**config.mk**
```make
export PLATFORM = sky130hd
export DESIGN_NAME = fpp_prog_sequencer
export DESIGN_NICKNAME = d
export VERILOG_FILES = /design/src/rtl/fpp_prog_sequencer.sv
export SDC_FILE = /design/constraint.sdc
export NUM_CORES = 1
export LEC_CHECK = 0
export CORE_MARGIN = 2
export CORE_UTILIZATION = 54
export DETAILED_ROUTE_END_ITERATION = 8
export DONT_BUFFER_PORTS = 1
export GPL_TIMING_DRIVEN = 0
export PLACE_DENSITY = 0.69
export SYNTH_ARGS = -nofsm -noshare
export SYNTH_HDL_FRONTEND = slang
export SYNTH_SLANG_ARGS = --single-unit
```
**constraint.sdc**
```tcl
create_clock -name clk -period 3.5 [get_ports clk]
set_input_delay 0.35 -clock clk [delete_from_list [all_inputs] [get_ports clk]]
set_output_delay 0.35 -clock clk [all_outputs]
set_load 0.02 [all_outputs]
```
**src/rtl/fpp_prog_sequencer.sv**
```systemverilog
// Programmable opcode sequencer for the FPP_16b core: runs a loaded instruction list,
// holding each opcode for its function's latency, with bus drive, result capture and abort.
module fpp_prog_sequencer #(
  parameter int DATA_W    = 16,
  parameter int OPC_W     = 8,
  parameter int ADDR_W    = 6,
  parameter int CYC_W     = 5,
  parameter int CYC_SHORT = 6,
  parameter int CYC_MUL   = 8,
  parameter int CYC_ADD   = 9,
  parameter int CYC_DIV   = 12,
  parameter logic [OPC_W-1:0] IDLE_OPC = OPC_W'(8'h10)
) (
  input  logic                      clk,
  input  logic                      rst,
  input  logic                      start,
  input  logic                      abort,
  input  logic [ADDR_W:0]           prog_len,
  input  logic                      prog_we,
  input  logic [ADDR_W-1:0]         prog_addr,
  input  logic [OPC_W+DATA_W:0]     prog_wdata,
  output logic [OPC_W-1:0]          opcode,
  output logic [DATA_W-1:0]         bus_out,
  output logic                      bus_oe,
  input  logic [DATA_W-1:0]         bus_in,
  output logic [DATA_W-1:0]         result,
  output logic                      result_valid,
  output logic                      busy,
  output logic                      done,
  output logic [ADDR_W-1:0]         pc
);

  localparam int PROG_DEPTH = 2 ** ADDR_W;
  localparam int WORD_W     = 1 + OPC_W + DATA_W;
  localparam logic [ADDR_W:0] DEPTH_L = (ADDR_W + 1)'(PROG_DEPTH);

  typedef enum logic [1:0] {IDLE, FETCH, EXEC, FINISH} state_t;

  state_t              state;
  logic [WORD_W-1:0]   mem [PROG_DEPTH];
  logic [WORD_W-1:0]   rd_word;
  logic [ADDR_W-1:0]   rd_addr;
  logic [ADDR_W:0]     len;
  logic [CYC_W-1:0]    cnt;
  logic                launch;
  logic                cur_cap;

  logic                nxt_cap;
  logic [OPC_W-1:0]    nxt_opc;
  logic [DATA_W-1:0]   nxt_imm;
  logic                run_req;
  logic                last_cycle;
  logic                more;
  logic                do_issue;
  logic [ADDR_W-1:0]   new_idx;

  function automatic logic [CYC_W-1:0] hold_last(input logic [OPC_W-1:0] opc);
    case (opc[OPC_W-1 -: 4])
      4'b0010, 4'b1000: return CYC_W'(CYC_ADD - 1);
      4'b0110:          return CYC_W'(CYC_MUL - 1);
      4'b0101:          return CYC_W'(CYC_DIV - 1);
      default:          return CYC_W'(CYC_SHORT - 1);
    endcase
  endfunction

  assign {nxt_cap, nxt_opc, nxt_imm} = rd_word;
  assign run_req    = start && (prog_len != '0);
  assign last_cycle = (state == EXEC) && !launch && (cnt == '0);
  assign more       = ({1'b0, pc} + (ADDR_W + 1)'(1)) < len;
  assign do_issue   = (state == EXEC) && (launch || (last_cycle && more));
  assign new_idx    = launch ? '0 : pc + ADDR_W'(1);

  // rd_word always holds the word at rd_addr, so the next instruction is ready before the current one ends.
  always_ff @(posedge clk) begin
    if (prog_we && state == IDLE && !run_req)
      mem[prog_addr] <= prog_wdata;
    rd_word <= mem[rd_addr];
  end

  always_ff @(posedge clk or posedge rst) begin
    if (rst) begin
      state        <= IDLE;
      opcode       <= IDLE_OPC;
      bus_out      <= '0;
      bus_oe       <= 1'b0;
      result       <= '0;
      result_valid <= 1'b0;
      busy         <= 1'b0;
      done         <= 1'b0;
      pc           <= '0;
      rd_addr      <= '0;
      len          <= '0;
      cnt          <= '0;
      launch       <= 1'b0;
      cur_cap      <= 1'b0;
    end else begin
      result_valid <= 1'b0;
      done         <= 1'b0;
      if (abort && state != IDLE) begin
        state  <= IDLE;
        opcode <= IDLE_OPC;
        bus_oe <= 1'b0;
        busy   <= 1'b0;
        launch <= 1'b0;
      end else begin
        case (state)
          IDLE: begin
            if (start) begin
              if (prog_len == '0) begin
                done <= 1'b1;
              end else begin
                state   <= FETCH;
                busy    <= 1'b1;
                pc      <= '0;
                rd_addr <= '0;
                len     <= (prog_len > DEPTH_L) ? DEPTH_L : prog_len;
              end
            end
          end
          FETCH: begin
            state  <= EXEC;
            launch <= 1'b1;
          end
          EXEC: begin
            if (last_cycle && cur_cap) begin
              result       <= bus_in;
              result_valid <= 1'b1;
            end
            if (do_issue) begin
              opcode  <= nxt_opc;
              cur_cap <= nxt_cap;
              cnt     <= hold_last(nxt_opc);
              launch  <= 1'b0;
              pc      <= new_idx;
              rd_addr <= new_idx + ADDR_W'(1);
              // Only LOAD (function 0000) drives the shared bus; bus_out keeps its last value otherwise.
              if (nxt_opc[OPC_W-1 -: 4] == 4'b0000) begin
                bus_oe  <= 1'b1;
                bus_out <= nxt_imm;
              end else begin
                bus_oe <= 1'b0;
              end
            end else if (last_cycle) begin
              state  <= FINISH;
              opcode <= IDLE_OPC;
              bus_oe <= 1'b0;
              done   <= 1'b1;
            end else begin
              cnt <= cnt - CYC_W'(1);
            end
          end
          FINISH: begin
            state <= IDLE;
            busy  <= 1'b0;
          end
          default: state <= IDLE;
        endcase
      end
    end
  end

endmodule

```
==> out/metrics.cfg, run 1 <==
[critical_path]
critical_path_required_ns=3.90
cp-end-kind=register
worstSetupPathType=reg2reg
cpPeakStageDelay_ns=1.08
cp_max_fo=14
crit_arrival_ns=4.33
start_kind=register
critPathSlowestCell=nor2_2
path_cells=inv_1 > ha_1 > o211ai_1 > nor2_1 > nand3_2 > nor2_2

[sta]
final-max-slew-violation-count=14
fin_ws_ns=-0.426
fin_crit_ns=3.93
hold_viol_final=0
fin_crit_sh_pct=112
max-slew-margin-rel_pct=-2.03
tns_ns=-327.34
rsz0062_at_grt=yes
tightest_slew_ns=1.53
setup_viol=1311
fmax_mhz=255
clock_skew_ns=0.0207

[clock_tree]
h-tree-depth=4
cts.path.max_buffers=3
cts_root_buf=clkbuf_16
cts-buffers-inserted=166
clock_latency_ns=0.78
clock_sinks=1697
path_clk_slew_ns=0.07
cts_tree=yes

[pwr]
internal_power_mw=35.1
p_clk_share_pct=37.1
p_sw_share_pct=25.3
switching_power_mw=11.8
pwr_density_cell_mw_per_mm2=623
report.power.total_mw=46.9
seq_power_share_pct=49.0
power.share.combinational_pct=13.8
vdd_ir_drop_max_mv=0.485
power.leakage_nw=23.3

[synth]
yosysSeqAreaShare_pct=76.9
synth_ff_type=edfxtp_1
syn_inst=3008
syn_nets=3081
avgSynthCellArea_um2=21.8
synth_area_mm2=0.0654
synthDistinctLibCells=59
synth-edff-count=1600
yosys_warnings=0
ys_ff_latch=1697
async_flop_share_pct=4.24

[final_layout]
final_nets=3376
post-route-util_pct=62.7
synthToLayoutAreaGrowth_pct=15.0
final_layout_size_suffix_gt1_share_pct=27.7
final_cells=5053
n_fill_cell=7958

[detailed_routing]
drcViolationCount=0
wl_per_cell_um=33.5
drtAntennaViolNets=0
wl_mm=169
drt_iter0_markers=5358
viasPerCell=6.50
firstDrtPassIters=6
via_count=32800

[grt]
grt.total_usage_pct=27.4
antenna_found_initial=9
grt_pass1_wl_mm=240
grt_overflow=0
grt_pass1_vias=32900
grt_max_degree=68

[place]
dp_cells=4628
portBuffers=0
routabilityCongestion=0.975
post-place-ws_ns=-0.463
hpwl_mm=104

[floorplanning]
die-area_mm2=0.124
num_io_pins=109
rows=127
die_h_um=352
core_area_mm2=0.120
floorplan.initialDensity_pct=54.5
dieWidth_um=352

[outcome]
violations=max-capacitance violations, max-slew violations, negative setup slack
status=complete, but fails checks

[worst_hold_path]
hold_path_class=in2reg

[job]
drv_cap=1

-- through the flow --
step	hold slack [ns]	instance area, um2
finish	0.0798	75300
global route	0.117	75300
CTS	0.133	75100
detailed placement	0.134	68100
global placement	0.444	67500
floorplan	0.433	65400
-- state kept, by name, summed over array words and instances, names as in the netlist, 2 cells and up --
signal,count
rd_addr,6
rd_word,25
result,16
state,2
mem,1600
opcode,8
pc,6
cnt,5
bus_out,16
len,7
-- cells in the mapped netlist (9+ instances only) --
library cell	n	area, um2
a211oi_1	35	263
a21oi_1	43	215
a221oi_1	41	359
a22oi_2	10	125
and3_1	10	62.6
buf_1	18	67.6
buf_2	39	195
buf_4	18	135
buf_6	22	248
clkbuf_1	60	225
dfrtp_1	71	1780
dfxtp_1	25	500
edfxtp_1	1600	48000
ha_1	14	175
inv_1	23	86.3
mux2_2	25	282
mux2_4	9	135
mux2i_1	101	1010
mux4_2	408	9190
nand2_1	58	218
nand3_1	10	50.1
nand3b_1	10	75.1
nor2_1	127	477
nor2b_1	41	257
nor3_1	38	190
o21ai_0	55	275
o21ai_1	19	95.1
-- cell families (layout without fill, tap and decap cells) --
| group | count (synthesis) | after routing | share of synthesized area [%] |
|---|---|---|---|
| other | 0 | 3 | 0 |
| buffers and inverters | 186 | 599 | 1.61 |
| AND/OR/NAND/NOR | 318 | 335 | 2.31 |
| flip-flops | 1697 | 1697 | 76.9 |
| XOR/XNOR | 9 | 9 | 0.120 |
| multiplexers | 543 | 543 | 16.2 |
| AO/OA/AOI/OAI | 241 | 241 | 2.53 |
| adder cells (fa/ha/maj) | 14 | 14 | 0.268 |
-- cell type report --
class / count / area (um2) / share of cell area, %
sequential: 1697 / 50400 / 66.9
multi-input combinational: 1142 / 14800 / 19.6
clock buffer: 205 / 4420 / 5.88
tap: 1612 / 2020 / 2.68
timing repair buffer: 111 / 1750 / 2.32
buffer: 161 / 985 / 1.31
clock inverter: 98 / 881 / 1.17
inverter: 24 / 92.6 / 0.123
antenna: 3 / 7.51 / 0.00997
-- critical path: cells and delay by family (launching register included) --
kind / cells / cell delay [ns]
simple gates: 3 / 2.31
flops: 1 / 0.42
compound gates: 1 / 0.37
fa+ha+maj: 1 / 0.28
buf+inv: 1 / 0.13
-- repair_timing --
action	4_1_cts	5_1_grt
hold buffers	82	0
endpoints found under the setup margin	1504	1403
setup buffers	15	6
gates cloned	15	2
pin swaps	25	7
endpoints found under the hold margin	1701	0
gates resized for setup	32	10
-- layout by cell type, fill, tap and decap left out, types with 18 or more instances in the layout --
cell and n:
edfxtp_1 1600, mux4_2 408, clkbuf_16 168, mux2i_1 94, clkbuf_1 81, nor2_4 71, dfrtp_1 70, nor2_1 63
nand2_1 58, dlygate4sd3_1 57, o21ai_0 55, nor2b_1 41, buf_2 39, a21oi_1 38, nor3_1 38, a221oi_1 36
clkinv_1 36, a211oi_1 35, clkinv_2 31, buf_16 31, buf_4 29, mux2_2 25, dfxtp_1 25, inv_1 22
buf_6 22, o21ai_1 18
-- power by group through the flow --
stage | clock [mW] | combinational [mW] | sequential, mW
after floorplan | 0 | 3.96 | 23.3
after global placement | 0 | 5.73 | 23.4
after detailed placement | 0 | 5.85 | 23.4
after CTS | 17.6 | 6.43 | 23.0
after global routing | 18.4 | 6.80 | 23.0
final | 17.4 | 6.49 | 23.0
-- routing by layer --
layer | track usage (%) | up-vias | wire length, um
met4 | 11.1 | 2 | 7030
li1 | - | 13200 | -
met2 | 41.6 | 2014 | 78500
met1 | 38.8 | 17300 | 64200
met5 | 0 | - | 13
met3 | 6.60 | 294 | 19500
-- final timing paths --
check,start,endpoint,slack [ns],depth (start not counted)
worst max-delay path,state[1],mem[23][12],-0.43,6
worst min-delay path,abort,pc[0],0.08,3
worst max register to register,state[1],mem[23][12],-0.43,6
worst min register to register,rd_word[15],bus_out[15],0.46,1
max in group asynchronous,rst,bus_out[4],2.65,3
min in group asynchronous,rst,bus_out[9],0.15,3
Note: power is estimated with default switching activity, not from simulation.
==> run 2: changes to the inputs <==
==> constraint.sdc (replaced) <==
create_clock -name clk -period 3.5 [get_ports clk]
set_input_delay 0.525 -clock clk [delete_from_list [all_inputs] [get_ports clk]]
set_output_delay 0.525 -clock clk [all_outputs]
set_load 0.02 [all_outputs]
==> run 2 against run 1 <==
Net effect:
- the run ends with negative setup slack left
- first-iteration DRC count fell by 5.1%
- worst hold slack got worse by 0.014 ns
- clock power is essentially flat
- sequential cell count unchanged
- power shrank 0.12%
- register-to-register slack better by 0.03 ns
- highest routed layer unchanged
==> out/metrics.cfg, run 2 (synthesis gave the netlist of run 1 again) <==
[detailed_routing]
via_count=32800  ; -0.19%
wl_mm=168  ; -0.52%
drtAntennaViolNets=0  ; unchanged
firstDrtPassIters=6  ; unchanged
viasPerCell=6.53  ; +0.55%
wl_per_cell_um=33.6  ; +0.21%
drcViolationCount=0  ; unchanged
drt_iter0_markers=5085  ; -5.1%

[final_layout]
final_cell_mix=1600 x edfxtp_1, 408 x mux4_2, 168 x clkbuf_16
n_fill_cell=7989  ; +0.39%
synthToLayoutAreaGrowth_pct=14.4
final_common_cell=edfxtp_1
top_register=mem
stdcell_area_mm2=0.0749  ; -0.53%
top_regs=mem x1600, rd_word x25
final_nets=3340  ; -1.1%
post-route-util_pct=62.3  ; -0.33 points
final_layout_size_suffix_gt1_share_pct=27.7  ; +0.029 points
largest_reg_flops=1600  ; unchanged
final_cells=5016  ; -0.73%

[critical_path]
cpPeakStageDelay_ns=1.12  ; +0.04 ns
cp_max_fo=13  ; -1
cp-end-kind=register
worst-path-stages=6  ; unchanged
path_cells=inv_1 > ha_1 > o211ai_1 > nor2_1 > nand3_2 > nor2_2
worstSetupPathType=reg2reg
critPathSlowestCell=nor2_2
crit_arrival_ns=4.30  ; -0.03 ns
cp_top_family=simple AND/OR/NAND/NOR gates
start_kind=register
crit_buf_inv=1  ; unchanged
critical_path_required_ns=3.91  ; about the same
r2r_cells=6  ; unchanged

[clock_tree]
clock_sinks=1697  ; unchanged
path_clk_slew_ns=0.06  ; about the same
h-tree-depth=4  ; unchanged
cts-buffers-inserted=166  ; unchanged
cts.path.max_buffers=3  ; unchanged
clock_latency_ns=0.78  ; about the same
cts_root_buf=clkbuf_16
cts_tree=yes

[worst_hold_path]
hold_depth=2  ; -1
hold_path_class=in2reg

[pwr]
report.power.total_mw=46.9  ; -0.12%
p_sw_share_pct=25.2  ; -0.037 points
pwr_density_cell_mw_per_mm2=626  ; +0.40%
power.share.combinational_pct=13.7  ; about the same
vdd_ir_drop_max_mv=0.486  ; +0.34%
internal_power_mw=35.0  ; about the same
seq_power_share_pct=49.1  ; about the same
power.leakage_nw=23.2  ; -0.63%
switching_power_mw=11.8  ; -0.27%
p_clk_share_pct=37.2  ; about the same

[place]
routabilityCongestion=0.975  ; unchanged
portBuffers=0  ; unchanged
hpwl_mm=104  ; unchanged
postPlaceCellArea_mm2=0.0681  ; unchanged
dp_cells=4628  ; unchanged

[sta]
clock_skew_ns=0.0181  ; -0.00257 ns
max-slew-margin-rel_pct=2.84  ; +4.9 points
fin_crit_ns=3.89  ; -0.0340 ns
fmax_mhz=257  ; +0.87%
tightest_slew_ns=1.46  ; -0.0732 ns
fin_crit_sh_pct=111  ; -0.97 points
hold_viol_final=0  ; unchanged
rsz0062_at_grt=yes
setup_viol=1334  ; +1.8%
final-max-slew-violation-count=0  ; -14
fin_worst_hold_slack_ns=0.0658  ; -0.0140 ns
fin_ws_ns=-0.392  ; +0.0340 ns

[floorplanning]
dieWidth_um=352  ; unchanged
die_h_um=352  ; unchanged
die-area_mm2=0.124  ; unchanged
floorplan.initialDensity_pct=54.5  ; unchanged
core_area_mm2=0.120  ; unchanged
rows=127  ; unchanged
num_io_pins=109  ; unchanged

[grt]
grt_pass1_wl_mm=239  ; -0.37%
grt_max_degree=68  ; unchanged
antenna_found_initial=8  ; -1
grt_overflow=0  ; unchanged
grt_pass1_vias=32600  ; -0.87%
grt.total_usage_pct=27.3  ; -0.076 points

[outcome]
violations=negative setup slack
status=complete, but fails checks

[job]
drv_cap=0  ; -1

run 2: worst paths after layout:
path,start,endpoint,slack [ns]
max,state[0],mem[6][21],-0.39
min,abort,done,0.07
max reg2reg,state[0],mem[6][21],-0.39
min reg2reg,rd_word[11],bus_out[11],0.45
max in group asynchronous,rst,opcode[4],2.78
min in group asynchronous,rst,bus_out[0],0.12
run 2: power groups by stage:
| stage | logic [mW] | registers [mW] | clock network, mW |
|---|---|---|---|
| 6_report | 6.43 | 23.0 | 17.4 |
| 5_1_grt | 6.74 | 23.0 | 18.4 |
| 4_1_cts | 6.39 | 23.0 | 17.6 |
| 3_5_place_dp | 5.85 | 23.4 | 0 |
| 3_3_place_gp | 5.73 | 23.4 | 0 |
| 2_1_floorplan | 3.96 | 23.3 | 0 |
run 2: per-stage QoR:
stage / setup slack (ns) / setup TNS, ns
after floorplan: 0.441 / 0
after global placement: -1.50 / -1878.97
after detailed placement: -0.638 / -533.23
after CTS: -0.244 / -182.60
after global routing: -0.458 / -419.23
final: -0.392 / -280.36
run 2: per-layer routing:
layer  routed length, um  vias to the layer above  part of all wire, %  global-route usage (%)
met5                  36                        -                0.021                       0
met4                6810                        6                  4.0                    10.8
met3               18700                      305                   11                    6.97
met2               78200                     1991                   46                    41.4
met1               64600                    17400                   38                    38.6
li1                    -                    13100                    -                       -
run 2: layout make-up:
cell class / instances / area [um2] / share of cell area (%)
sequential: 1697 / 50300 / 67.2
tap: 1612 / 2020 / 2.69
clock inverter: 98 / 881 / 1.18
clock buffer: 205 / 4420 / 5.91
buffer: 161 / 983 / 1.31
timing repair buffer: 77 / 1390 / 1.85
multi-input combinational: 1140 / 14700 / 19.7
antenna: 2 / 5.00 / 0.00668
inverter: 24 / 92.6 / 0.124
run 2: worst reg2reg max path, cell delays in order (launching register included):
cell	delay, ns
dfrtp_1	0.42
inv_1	0.14
ha_1	0.28
o211ai_1	0.34
nor2_1	0.35
nand3_2	0.84
nor2_2	1.13
run 2: timing repair:
action | in CTS | in global routing
setup endpoints to repair | 1504 | 1401
buffers inserted | 15 | 4
cloned | 15 | 0
gates resized for setup | 32 | 4
pin swaps | 25 | 3
hold buffers | 50 | 0
endpoints found under the hold margin | 1695 | 0
